`config.mk`:
```
export PLATFORM = sky130hd
export DESIGN_NAME = random_spawn_generator
export DESIGN_NICKNAME = d
export VERILOG_FILES = /design/src/rtl/rng_pkg.sv /design/src/rtl/lfsr_core.sv /design/src/rtl/random_spawn_generator.sv
export SDC_FILE = /design/constraint.sdc
export NUM_CORES = 1
export LEC_CHECK = 0
export BUFFER_PORTS_ARGS = -buffer_cell sky130_fd_sc_hd__buf_2
export CAP_MARGIN = 20
export CELL_PAD_IN_SITES_DETAIL_PLACEMENT = 0
export CELL_PAD_IN_SITES_GLOBAL_PLACEMENT = 2
export CORE_ASPECT_RATIO = 0.75
export CORE_MARGIN = 8
export CORE_UTILIZATION = 27
export CTS_CLUSTER_SIZE = 16
export DETAILED_ROUTE_END_ITERATION = 6
export PLACE_DENSITY = 0.69
export SYNTH_ARGS = -nofsm -noshare
export SYNTH_HDL_FRONTEND = slang
export SYNTH_SLANG_ARGS = --single-unit
export TNS_END_PERCENT = 50
```
`constraint.sdc`:
```
create_clock -name clk -period 1.7 [get_ports clk]
set_input_delay 0 -clock clk [delete_from_list [all_inputs] [get_ports clk]]
set_output_delay 0 -clock clk [all_outputs]
set_load 0.02 [all_outputs]
```
`src/rtl/rng_pkg.sv`:
```
// Shared types and default constants for the duck-spawn random number generator.
package rng_pkg;

  typedef enum logic [0:0] {
    IDLE   = 1'b0,
    SAMPLE = 1'b1
  } state_t;

  localparam int          DEF_LFSR_W = 16;
  localparam logic [15:0] DEF_TAPS   = 16'hD008;
  localparam logic [15:0] DEF_SEED   = 16'hACE1;

endpackage

```
`src/rtl/lfsr_core.sv`:
```
// Free-running XNOR Fibonacci LFSR with seed load and recovery from the all-ones lock-up state.
module lfsr_core
  import rng_pkg::*;
#(
  parameter int                LFSR_W = DEF_LFSR_W,
  parameter logic [LFSR_W-1:0] TAPS   = DEF_TAPS,
  parameter logic [LFSR_W-1:0] SEED   = DEF_SEED
) (
  input  logic              clk,
  input  logic              rst,
  input  logic              seed_load,
  input  logic [LFSR_W-1:0] seed_in,
  output logic [LFSR_W-1:0] lfsr,
  output logic              lockup_recovered
);

  localparam logic [LFSR_W-1:0] ALL_ONES = {LFSR_W{1'b1}};

  logic [LFSR_W-1:0] lfsr_r;
  logic [LFSR_W-1:0] lfsr_nxt_s;
  logic              lock_r;
  logic              lock_nxt_s;

  function automatic logic xnor_feedback(input logic [LFSR_W-1:0] value);
    return ~(^(value & TAPS));
  endfunction

  // Next LFSR value: seed load wins over the step; all-ones is never kept.
  always_comb begin
    lfsr_nxt_s = {xnor_feedback(lfsr_r), lfsr_r[LFSR_W-1:1]};
    lock_nxt_s = 1'b0;
    if (seed_load) begin
      if (seed_in == ALL_ONES) begin
        lfsr_nxt_s = SEED;
        lock_nxt_s = 1'b1;
      end else begin
        lfsr_nxt_s = seed_in;
        lock_nxt_s = 1'b0;
      end
    end else if (lfsr_r == ALL_ONES) begin
      lfsr_nxt_s = SEED;
      lock_nxt_s = 1'b1;
    end else begin
      lock_nxt_s = 1'b0;
    end
  end

  // LFSR and recovery-pulse registers.
  always_ff @(posedge clk) begin
    if (rst) begin
      lfsr_r <= {LFSR_W{1'b0}};
      lock_r <= 1'b0;
    end else begin
      lfsr_r <= lfsr_nxt_s;
      lock_r <= lock_nxt_s;
    end
  end

  assign lfsr             = lfsr_r;
  assign lockup_recovered = lock_r;

endmodule

```
`src/rtl/random_spawn_generator.sv`:
```
// Duck spawn tuple generator: req/valid handshake around a free-running LFSR,
// with rejection-sampled start position and floored vertical speed.
module random_spawn_generator
  import rng_pkg::*;
#(
  parameter int                LFSR_W    = DEF_LFSR_W,
  parameter logic [LFSR_W-1:0] TAPS      = DEF_TAPS,
  parameter logic [LFSR_W-1:0] SEED      = DEF_SEED,
  parameter int                POS_W     = 10,
  parameter int                POS_MIN   = 0,
  parameter int                POS_SPAN  = 767,
  parameter int                SPEED_W   = 5,
  parameter int                SPEED_MIN = 2,
  parameter int                MAX_TRIES = 8
) (
  input  logic               clk,
  input  logic               rst,
  input  logic               seed_load,
  input  logic [LFSR_W-1:0]  seed_in,
  input  logic               req,
  output logic               ready,
  output logic               valid,
  output logic               direction,
  output logic [POS_W-1:0]   duck_start_pos,
  output logic [SPEED_W-1:0] duck_vertical_speed,
  output logic               lockup_recovered
);

  // The counter only needs to reach MAX_TRIES-1: that sample is forced to accept.
  localparam int                 TRY_W       = (MAX_TRIES > 1) ? $clog2(MAX_TRIES) : 1;
  localparam logic [TRY_W-1:0]   LAST_TRY    = TRY_W'(MAX_TRIES - 1);
  localparam logic [POS_W-1:0]   POS_SPAN_V  = POS_W'(POS_SPAN);
  localparam logic [POS_W-1:0]   POS_MIN_V   = POS_W'(POS_MIN);
  localparam logic [SPEED_W-1:0] SPEED_MIN_V = SPEED_W'(SPEED_MIN);

  logic [LFSR_W-1:0]  lfsr_s;
  logic               lockup_s;
  state_t             state_r;
  state_t             state_nxt_s;
  logic [TRY_W-1:0]   try_r;
  logic [TRY_W-1:0]   try_nxt_s;
  logic               dir_s;
  logic [POS_W-1:0]   pos_s;
  logic [SPEED_W-1:0] spd_s;
  logic               accept_s;
  logic [POS_W-1:0]   acc_pos_s;
  logic [POS_W-1:0]   pos_out_s;
  logic [SPEED_W-1:0] spd_out_s;
  logic               valid_r;
  logic               dir_r;
  logic [POS_W-1:0]   pos_r;
  logic [SPEED_W-1:0] spd_r;

  lfsr_core #(
    .LFSR_W (LFSR_W),
    .TAPS   (TAPS),
    .SEED   (SEED)
  ) u_lfsr_core (
    .clk              (clk),
    .rst              (rst),
    .seed_load        (seed_load),
    .seed_in          (seed_in),
    .lfsr             (lfsr_s),
    .lockup_recovered (lockup_s)
  );

  assign dir_s = lfsr_s[LFSR_W-1];
  assign pos_s = lfsr_s[LFSR_W-2 -: POS_W];
  assign spd_s = lfsr_s[SPEED_W-1:0];

  // Handshake FSM, try counting and acceptance decision.
  always_comb begin
    state_nxt_s = state_r;
    try_nxt_s   = try_r;
    accept_s    = 1'b0;
    acc_pos_s   = pos_s;
    case (state_r)
      IDLE: begin
        if (req) begin
          state_nxt_s = SAMPLE;
          try_nxt_s   = {TRY_W{1'b0}};
        end else begin
          state_nxt_s = IDLE;
        end
      end
      SAMPLE: begin
        if (pos_s <= POS_SPAN_V) begin
          accept_s = 1'b1;
        end else if (try_r == LAST_TRY) begin
          // Halving a POS_W-bit value always lands inside the span.
          accept_s  = 1'b1;
          acc_pos_s = {1'b0, pos_s[POS_W-1:1]};
        end else begin
          try_nxt_s = try_r + TRY_W'(1);
        end
        if (accept_s) begin
          state_nxt_s = IDLE;
        end else begin
          state_nxt_s = SAMPLE;
        end
      end
      default: begin
        state_nxt_s = IDLE;
      end
    endcase
  end

  assign pos_out_s = POS_MIN_V + acc_pos_s;
  assign spd_out_s = (spd_s < SPEED_MIN_V) ? SPEED_MIN_V : spd_s;

  // State and try counter registers.
  always_ff @(posedge clk) begin
    if (rst) begin
      state_r <= IDLE;
      try_r   <= {TRY_W{1'b0}};
    end else begin
      state_r <= state_nxt_s;
      try_r   <= try_nxt_s;
    end
  end

  // Output tuple registers; they hold until the next accepted sample.
  always_ff @(posedge clk) begin
    if (rst) begin
      valid_r <= 1'b0;
      dir_r   <= 1'b0;
      pos_r   <= {POS_W{1'b0}};
      spd_r   <= {SPEED_W{1'b0}};
    end else begin
      valid_r <= accept_s;
      if (accept_s) begin
        dir_r <= dir_s;
        pos_r <= pos_out_s;
        spd_r <= spd_out_s;
      end
    end
  end

  assign ready               = (state_r == IDLE);
  assign valid               = valid_r;
  assign direction           = dir_r;
  assign duck_start_pos      = pos_r;
  assign duck_vertical_speed = spd_r;
  assign lockup_recovered    = lockup_s;

endmodule

```
==> results of run 1 <==
==> cell families after synthesis <==
| family | count (synthesis) | share of synthesized area (%) |
|---|---|---|
| buffers and inverters | 12 | 3.23 |
| XOR/XNOR | 2 | 1.13 |
| flip-flops | 38 | 49.1 |
| multiplexers | 1 | 0.646 |
| AO/OA/AOI/OAI | 37 | 17.8 |
| AND/OR/NAND/NOR | 77 | 25.7 |
| adder cells (fa/ha/maj) | 3 | 2.42 |
==> worst max path at each step <==
stage | from | endpoint | slack [ns] | cells past startpoint
3_5_place_dp | try_r[0] | try_r[1] | 0.07 | 6
4_1_cts | try_r[0] | duck_vertical_speed[1] | 0.02 | 6
3_3_place_gp | try_r[0] | try_r[1] | 0.15 | 6
5_1_grt | try_r[0] | try_r[0] | -0.01 | 6
2_1_floorplan | try_r[0] | duck_start_pos[5] | 0.06 | 8
6_report | try_r[0] | duck_start_pos[8] | 0.11 | 8
==> Yosys cell counts (2+ instances only) <==
master	n
a211oi_1	7
xnor2_1	2
buf_2	4
nor3_1	11
a21oi_1	7
a32oi_1	2
ha_1	3
clkbuf_1	6
o21ai_0	8
nor2_1	31
a22o_1	8
dfxtp_1	38
inv_1	2
nand3b_1	8
nand4_1	6
nand2_1	10
==> repair_timing <==
item                                   4_1_cts  5_1_grt
setup endpoints to repair                    0       21
endpoints found under the hold margin       11        0
hold buffers                                11        0
gates resized for setup                      0        6
setup buffers                                0        1
==> power by group <==
group | switching [W] | internal (W) | total (W)
clock network | 0.000327 | 0.000326 | 0.000653
logic | 0.000161 | 0.000127 | 0.000288
registers | 0.0000407 | 0.000943 | 0.000984
total | 0.000528 | 0.00140 | 0.00192
==> area by class of cell <==
cell class / instances / area share (%)
tap: 78 / 4.68
clock buffer: 6 / 3.96
inverter: 2 / 0.360
multi-input combinational: 120 / 36.4
sequential: 38 / 36.5
clock inverter: 2 / 0.600
timing repair buffer: 57 / 17.5
==> worst max-delay path, stage by stage (launching register included) <==
cell     delay (ns)
dfxtp_2        0.33
ha_1           0.20
ha_1           0.20
and3b_1        0.29
nor2_2         0.06
buf_6          0.15
buf_4          0.13
nor2_1         0.08
nor3_1         0.05
==> per-layer routing <==
layer	GRT usage, %	up-vias	share of wire (%)
met5	0	-	0
met4	6.47	0	3.1
li1	-	722	-
met1	14.5	640	49
met3	3.56	13	5.9
met2	17.6	43	42
==> through the flow <==
stage	utilization [%]	setup TNS [ns]	area (sq um)	hold slack, ns
6_report	36.8	0	2090	0.00347
5_1_grt	36.8	-0.0120	2090	0.00437
4_1_cts	36.2	0	2050	0.0000545
3_5_place_dp	32.5	0	1850	0.230
3_3_place_gp	32.5	0	1850	0.229
2_1_floorplan	-	0	1550	0.126
==> cells in the final DEF (no fill, tap or decap) <==
| cell | count |
|---|---|
| o21bai_1 | 1 |
| nor3_1 | 10 |
| clkbuf_8 | 6 |
| dfxtp_2 | 1 |
| nand3b_1 | 8 |
| xnor2_1 | 2 |
| nand2_1 | 10 |
| clkinvlp_4 | 1 |
| a211oi_1 | 7 |
| a21oi_1 | 7 |
| nor2_2 | 1 |
| nand4_2 | 1 |
| nor2_4 | 1 |
| clkinv_2 | 1 |
| dlygate4sd3_1 | 11 |
| buf_6 | 1 |
| a32oi_1 | 2 |
| a22oi_1 | 1 |
| nor4_1 | 1 |
| or3_1 | 1 |
| mux2i_1 | 1 |
| nor2_1 | 31 |
| inv_1 | 2 |
| ha_1 | 3 |
| nand4_1 | 6 |
| nor4_4 | 1 |
| nand3_1 | 1 |
| o41ai_4 | 1 |
| and2_1 | 1 |
| nor3_2 | 2 |
| a22o_1 | 8 |
| o21ai_0 | 8 |
| buf_4 | 7 |
| dfxtp_1 | 37 |
| nand2b_4 | 1 |
| a211oi_2 | 1 |
| buf_2 | 38 |
| and3b_1 | 1 |
| o21ai_1 | 1 |
==> sequential cells by signal, indices dropped and copies added, names as in the netlist <==
register / cells
direction: 1
u_lfsr_core.lfsr: 16
valid: 1
u_lfsr_core.lockup_recovered: 1
duck_start_pos: 10
duck_vertical_speed: 5
try_r: 3
state_r: 1
==> out/results.tsv, run 1 <==
metric	value	unit
Design Power	0.00192	W
Min-Delay Path Depth	3	
Mapped Nets	193	
peak supply drop	0.328	mV
cells on worst reg2reg path	8	
area of the mapped netlist	1550	sq um
dpl hpwl	3350	um
Clock Skew	0.00739	ns
Placeable Area	5680	sq um
Die Y	81.6	um
Post-synth EDFFs	0	
global-route wire length before repair	7490	um
Ys Warns	0	
Reg area	762	sq um
port bufs	38	
peak fanout along the critical path	15	
clk sinks	38	
Synth area leaders	dfxtp_1, nor2_1, a22o_1	
prevailing post-synth register cell	dfxtp_1	
dpl ws	0.0744	ns
clock period minus worst slack	1.59	ns
R2R Setup Slk	0.11	ns
grt ovf	0	
Pwr Density	922	nW/um^2
Slew @ Worst Pin	0.562	ns
Vias/cell	4.68	
Detail Route Antenna Nets	0	
drt wl/cell	14.8	um
worst hold path class	primary input to register	
synthesis-stage register bit count	38	
Synth cell types	33	
area delta synth->final	34.7	%
antenna cells	0	
LEAKAGE	0.871	nW
DR pass1 iterations	4	
I/O pin count	39	
max_cap viols	0	
H-Tree Depth	2	
Iteration-0 DRC Markers	98	
reg2reg start	try_r[0]	
final wirelength	4480	um
achievable frequency	629	MHz
Worst Slack Setup Final	0.110	ns
WS Path Type	register to register	
max-slew violation count	0	
CTS tree	yes	
Final nets	247	
Hold Path Sink	u_lfsr_core.lfsr[0]	
crit start category	register	
die area	8440	sq um
final period utilization	93.5	%
largest net degree at the start of global routing	23	
Die Wd	103	um
area leader, netlist	dfxtp_1	
# rows	24	
status	completed	
share of synthesized flip-flops with an asynchronous set or reset	0	%
RSZ-0062 raised after global routing	true	
GRT Overall Usage	11.6	%
Cells after DPL	283	
Clk pin slew, worst setup/hold paths	0.08	ns
share of layout cells above drive strength 1	28.4	%
DRC	0	
Clock Path Buffers	2	
Starting Density	27.3	%
Via Count	1418	
final hold vios	0	
initial antenna violation count	0	
number of buffers created by CTS	5	
CTS root buf	clkbuf_8	
post-synthesis sequential area ratio	49.1	%
synthesized area per cell	9.11	sq um
relative slew slack	62.4	%
area occupied by multi-input gates	759	sq um
share of the synthesized area in the top cell type	49.1	%
r2r endpoint	duck_start_pos[8]	
Final setup violation count	0	
Filler Cell Count	582	
Critical Path AT	1.78	ns
latest clock arrival within the worst-skew pair	0.30	ns
vias in the first global route	1503	
Worst Path Required	1.89	ns
hold_sp	seed_in[0]	
Synth Instances	170	
CP Capture Type	register	
gpl congestion	0.765	
Finished Layout Cells	303	
(Power assumes the default switching activity.)
==> run 2: changes to the inputs <==
--- a/config.mk
+++ b/config.mk
@@ -15,6 +15,7 @@
 export CTS_CLUSTER_SIZE = 16
 export DETAILED_ROUTE_END_ITERATION = 6
 export PLACE_DENSITY = 0.69
+export RECOVER_POWER = 100
 export SYNTH_ARGS = -nofsm -noshare
 export SYNTH_HDL_FRONTEND = slang
 export SYNTH_SLANG_ARGS = --single-unit
==> run 2 against run 1 <==
Compared with the run above: register-to-register slack is essentially flat; first-iteration DRC count is 10% lower; power is 0.31% lower; critical endpoint is now u_lfsr_core.lfsr[1].
==> out/results.tsv, run 2 (synthesized netlist as in run 1, its figures left out) <==
metric	value	unit	change
status	completed		
crit start category	primary input		
Clock Skew	0.00737	ns	-0.0000248 ns
sw power	0.000529	W	about the same
DR pass1 iterations	4		unchanged
gpl congestion	0.765		unchanged
Design Power	0.00192	W	-0.31%
worst hold path class	primary input to register		
CTS tree	yes		
Die Wd	103	um	unchanged
relative slew slack	62.4	%	about the same
Via Count	1426		+0.56%
clock power share	34.0	%	about the same
DRC	0		unchanged
latest clock arrival within the worst-skew pair	0.30	ns	about the same
# rows	24		unchanged
final hold slack	0.00339	ns	-0.0000802 ns
Min-Delay Path Depth	3		unchanged
global-route wire length before repair	7490	um	unchanged
clock period minus worst slack	1.59	ns	+0.00491 ns
cell internal pwr	0.00139	W	-0.47%
Placeable Area	5680	sq um	unchanged
Vias/cell	4.71		+0.56%
Final setup violation count	0		unchanged
vias in the first global route	1503		unchanged
max-slew violation count	0		unchanged
antenna cells	0		unchanged
reg2reg start	try_r[0]		
Worst Path Required	1.88	ns	about the same
peak fanout along the critical path	8		-7
commonest non-fill, non-tap cell in the layout	dfxtp_1		
H-Tree Depth	2		unchanged
initial antenna violation count	0		unchanged
Pwr Density	932	nW/um^2	+1.1%
Reg power frac	51.3	%	+0.2 points
Final nets	247		unchanged
commonest cells after routing, fill and taps aside	dfxtp_1, nor2_1, buf_2		
drt wl/cell	14.8	um	+0.42%
die area	8440	sq um	unchanged
hold_sp	seed_in[0]		
switching part of the total	27.6	%	+0.11 points
GRT Overall Usage	11.6	%	unchanged
number of buffers created by CTS	5		unchanged
Slew @ Worst Pin	0.561	ns	-0.0000730 ns
Iteration-0 DRC Markers	88		-10%
Largest register FFs	16		unchanged
share of layout cells above drive strength 1	20.0	%	-8.4 points
Worst setup startpoint	seed_in[10]		
dpl hpwl	3350	um	unchanged
area delta synth->final	32.8	%	
grt ovf	0		unchanged
cells on worst reg2reg path	8		unchanged
LEAKAGE	0.792	nW	-9.0%
R2R Setup Slk	0.11	ns	about the same
CP Capture Type	register		
CTS root buf	clkbuf_8		
Detail Route Antenna Nets	0		unchanged
RSZ-0062 raised after global routing	true		
Starting Density	27.3	%	unchanged
achievable frequency	627	MHz	-0.31%
final hold vios	0		unchanged
peak supply drop	0.328	mV	about the same
share of total power in combinational logic	14.6	%	-0.4 points
I/O pin count	39		unchanged
port bufs	38		unchanged
largest net degree at the start of global routing	23		unchanged
Critical Path AT	1.78	ns	about the same
Clk pin slew, worst setup/hold paths	0.07	ns	about the same
WS Path Type	primary input to register		
Clock Path Buffers	2		unchanged
clk sinks	38		unchanged
final wirelength	4490	um	+0.42%
max_cap viols	0		unchanged
final period utilization	93.8	%	+0.29 points
Die Y	81.6	um	unchanged
## run 2: layout make-up
cell class	count	area [sq um]
Multi-Input combinational cell	120	753
Clock buffer	6	82.6
Clock inverter	2	12.5
Inverter	2	7.51
Timing Repair Buffer	57	342
Fill cell	591	3620
Tap cell	78	97.6
Sequential cell	38	762
## run 2: path summary, 6_finish.rpt
path                                                to
worst min register to register  duck_vertical_speed[4]
worst max-delay path               u_lfsr_core.lfsr[1]
worst max register to register       duck_start_pos[8]
worst min-delay path               u_lfsr_core.lfsr[0]
## run 2: through the flow
stage | util [%] | cell area (sq um) | TNS, ns | setup slack, ns | std cells
floorplan | - | 1550 | 0 | 0.0602 | 170
global placement | 32.5 | 1850 | 0 | 0.154 | 283
detailed placement | 32.5 | 1850 | 0 | 0.0744 | 283
CTS | 36.2 | 2050 | 0 | 0.0219 | 302
global route | 36.2 | 2060 | -0.0120 | -0.0120 | 303
finish | 36.2 | 2060 | 0 | 0.105 | 303
## run 2: power by group through the flow
stage	Sequential [W]	Clock, W	Combinational, W
floorplan	0.00102	0	0.000136
global placement	0.00100	0	0.000259
detailed placement	0.00100	0	0.000262
CTS	0.000983	0.000675	0.000282
global route	0.000994	0.000713	0.000311
finish	0.000985	0.000653	0.000281
## run 2: repair_timing
action                                 4_1_cts  5_1_grt
resized for setup                            0        6
setup endpoints to repair                    0       21
endpoints found under the hold margin       11        0
setup buffers                                0        1
hold buffers                                11        0
## run 2: layer usage
layer  wire length [um]  vias up  part of all wire, %  track usage, %
met5                  0        -                    0               0
met4                140        0                  3.1            6.47
met3                267       13                  5.9            3.56
met2               1890       43                   42            17.6
met1               2190      647                   49            14.5
li1                   -      723                    -               -
## run 2: worst max-delay path, stage by stage
cell	delay (ns)
dlygate4sd3_1	0.55
buf_2	0.12
nand4_1	0.15
o41ai_4	0.46
buf_4	0.24
nor2_4	0.07
a22o_1	0.20
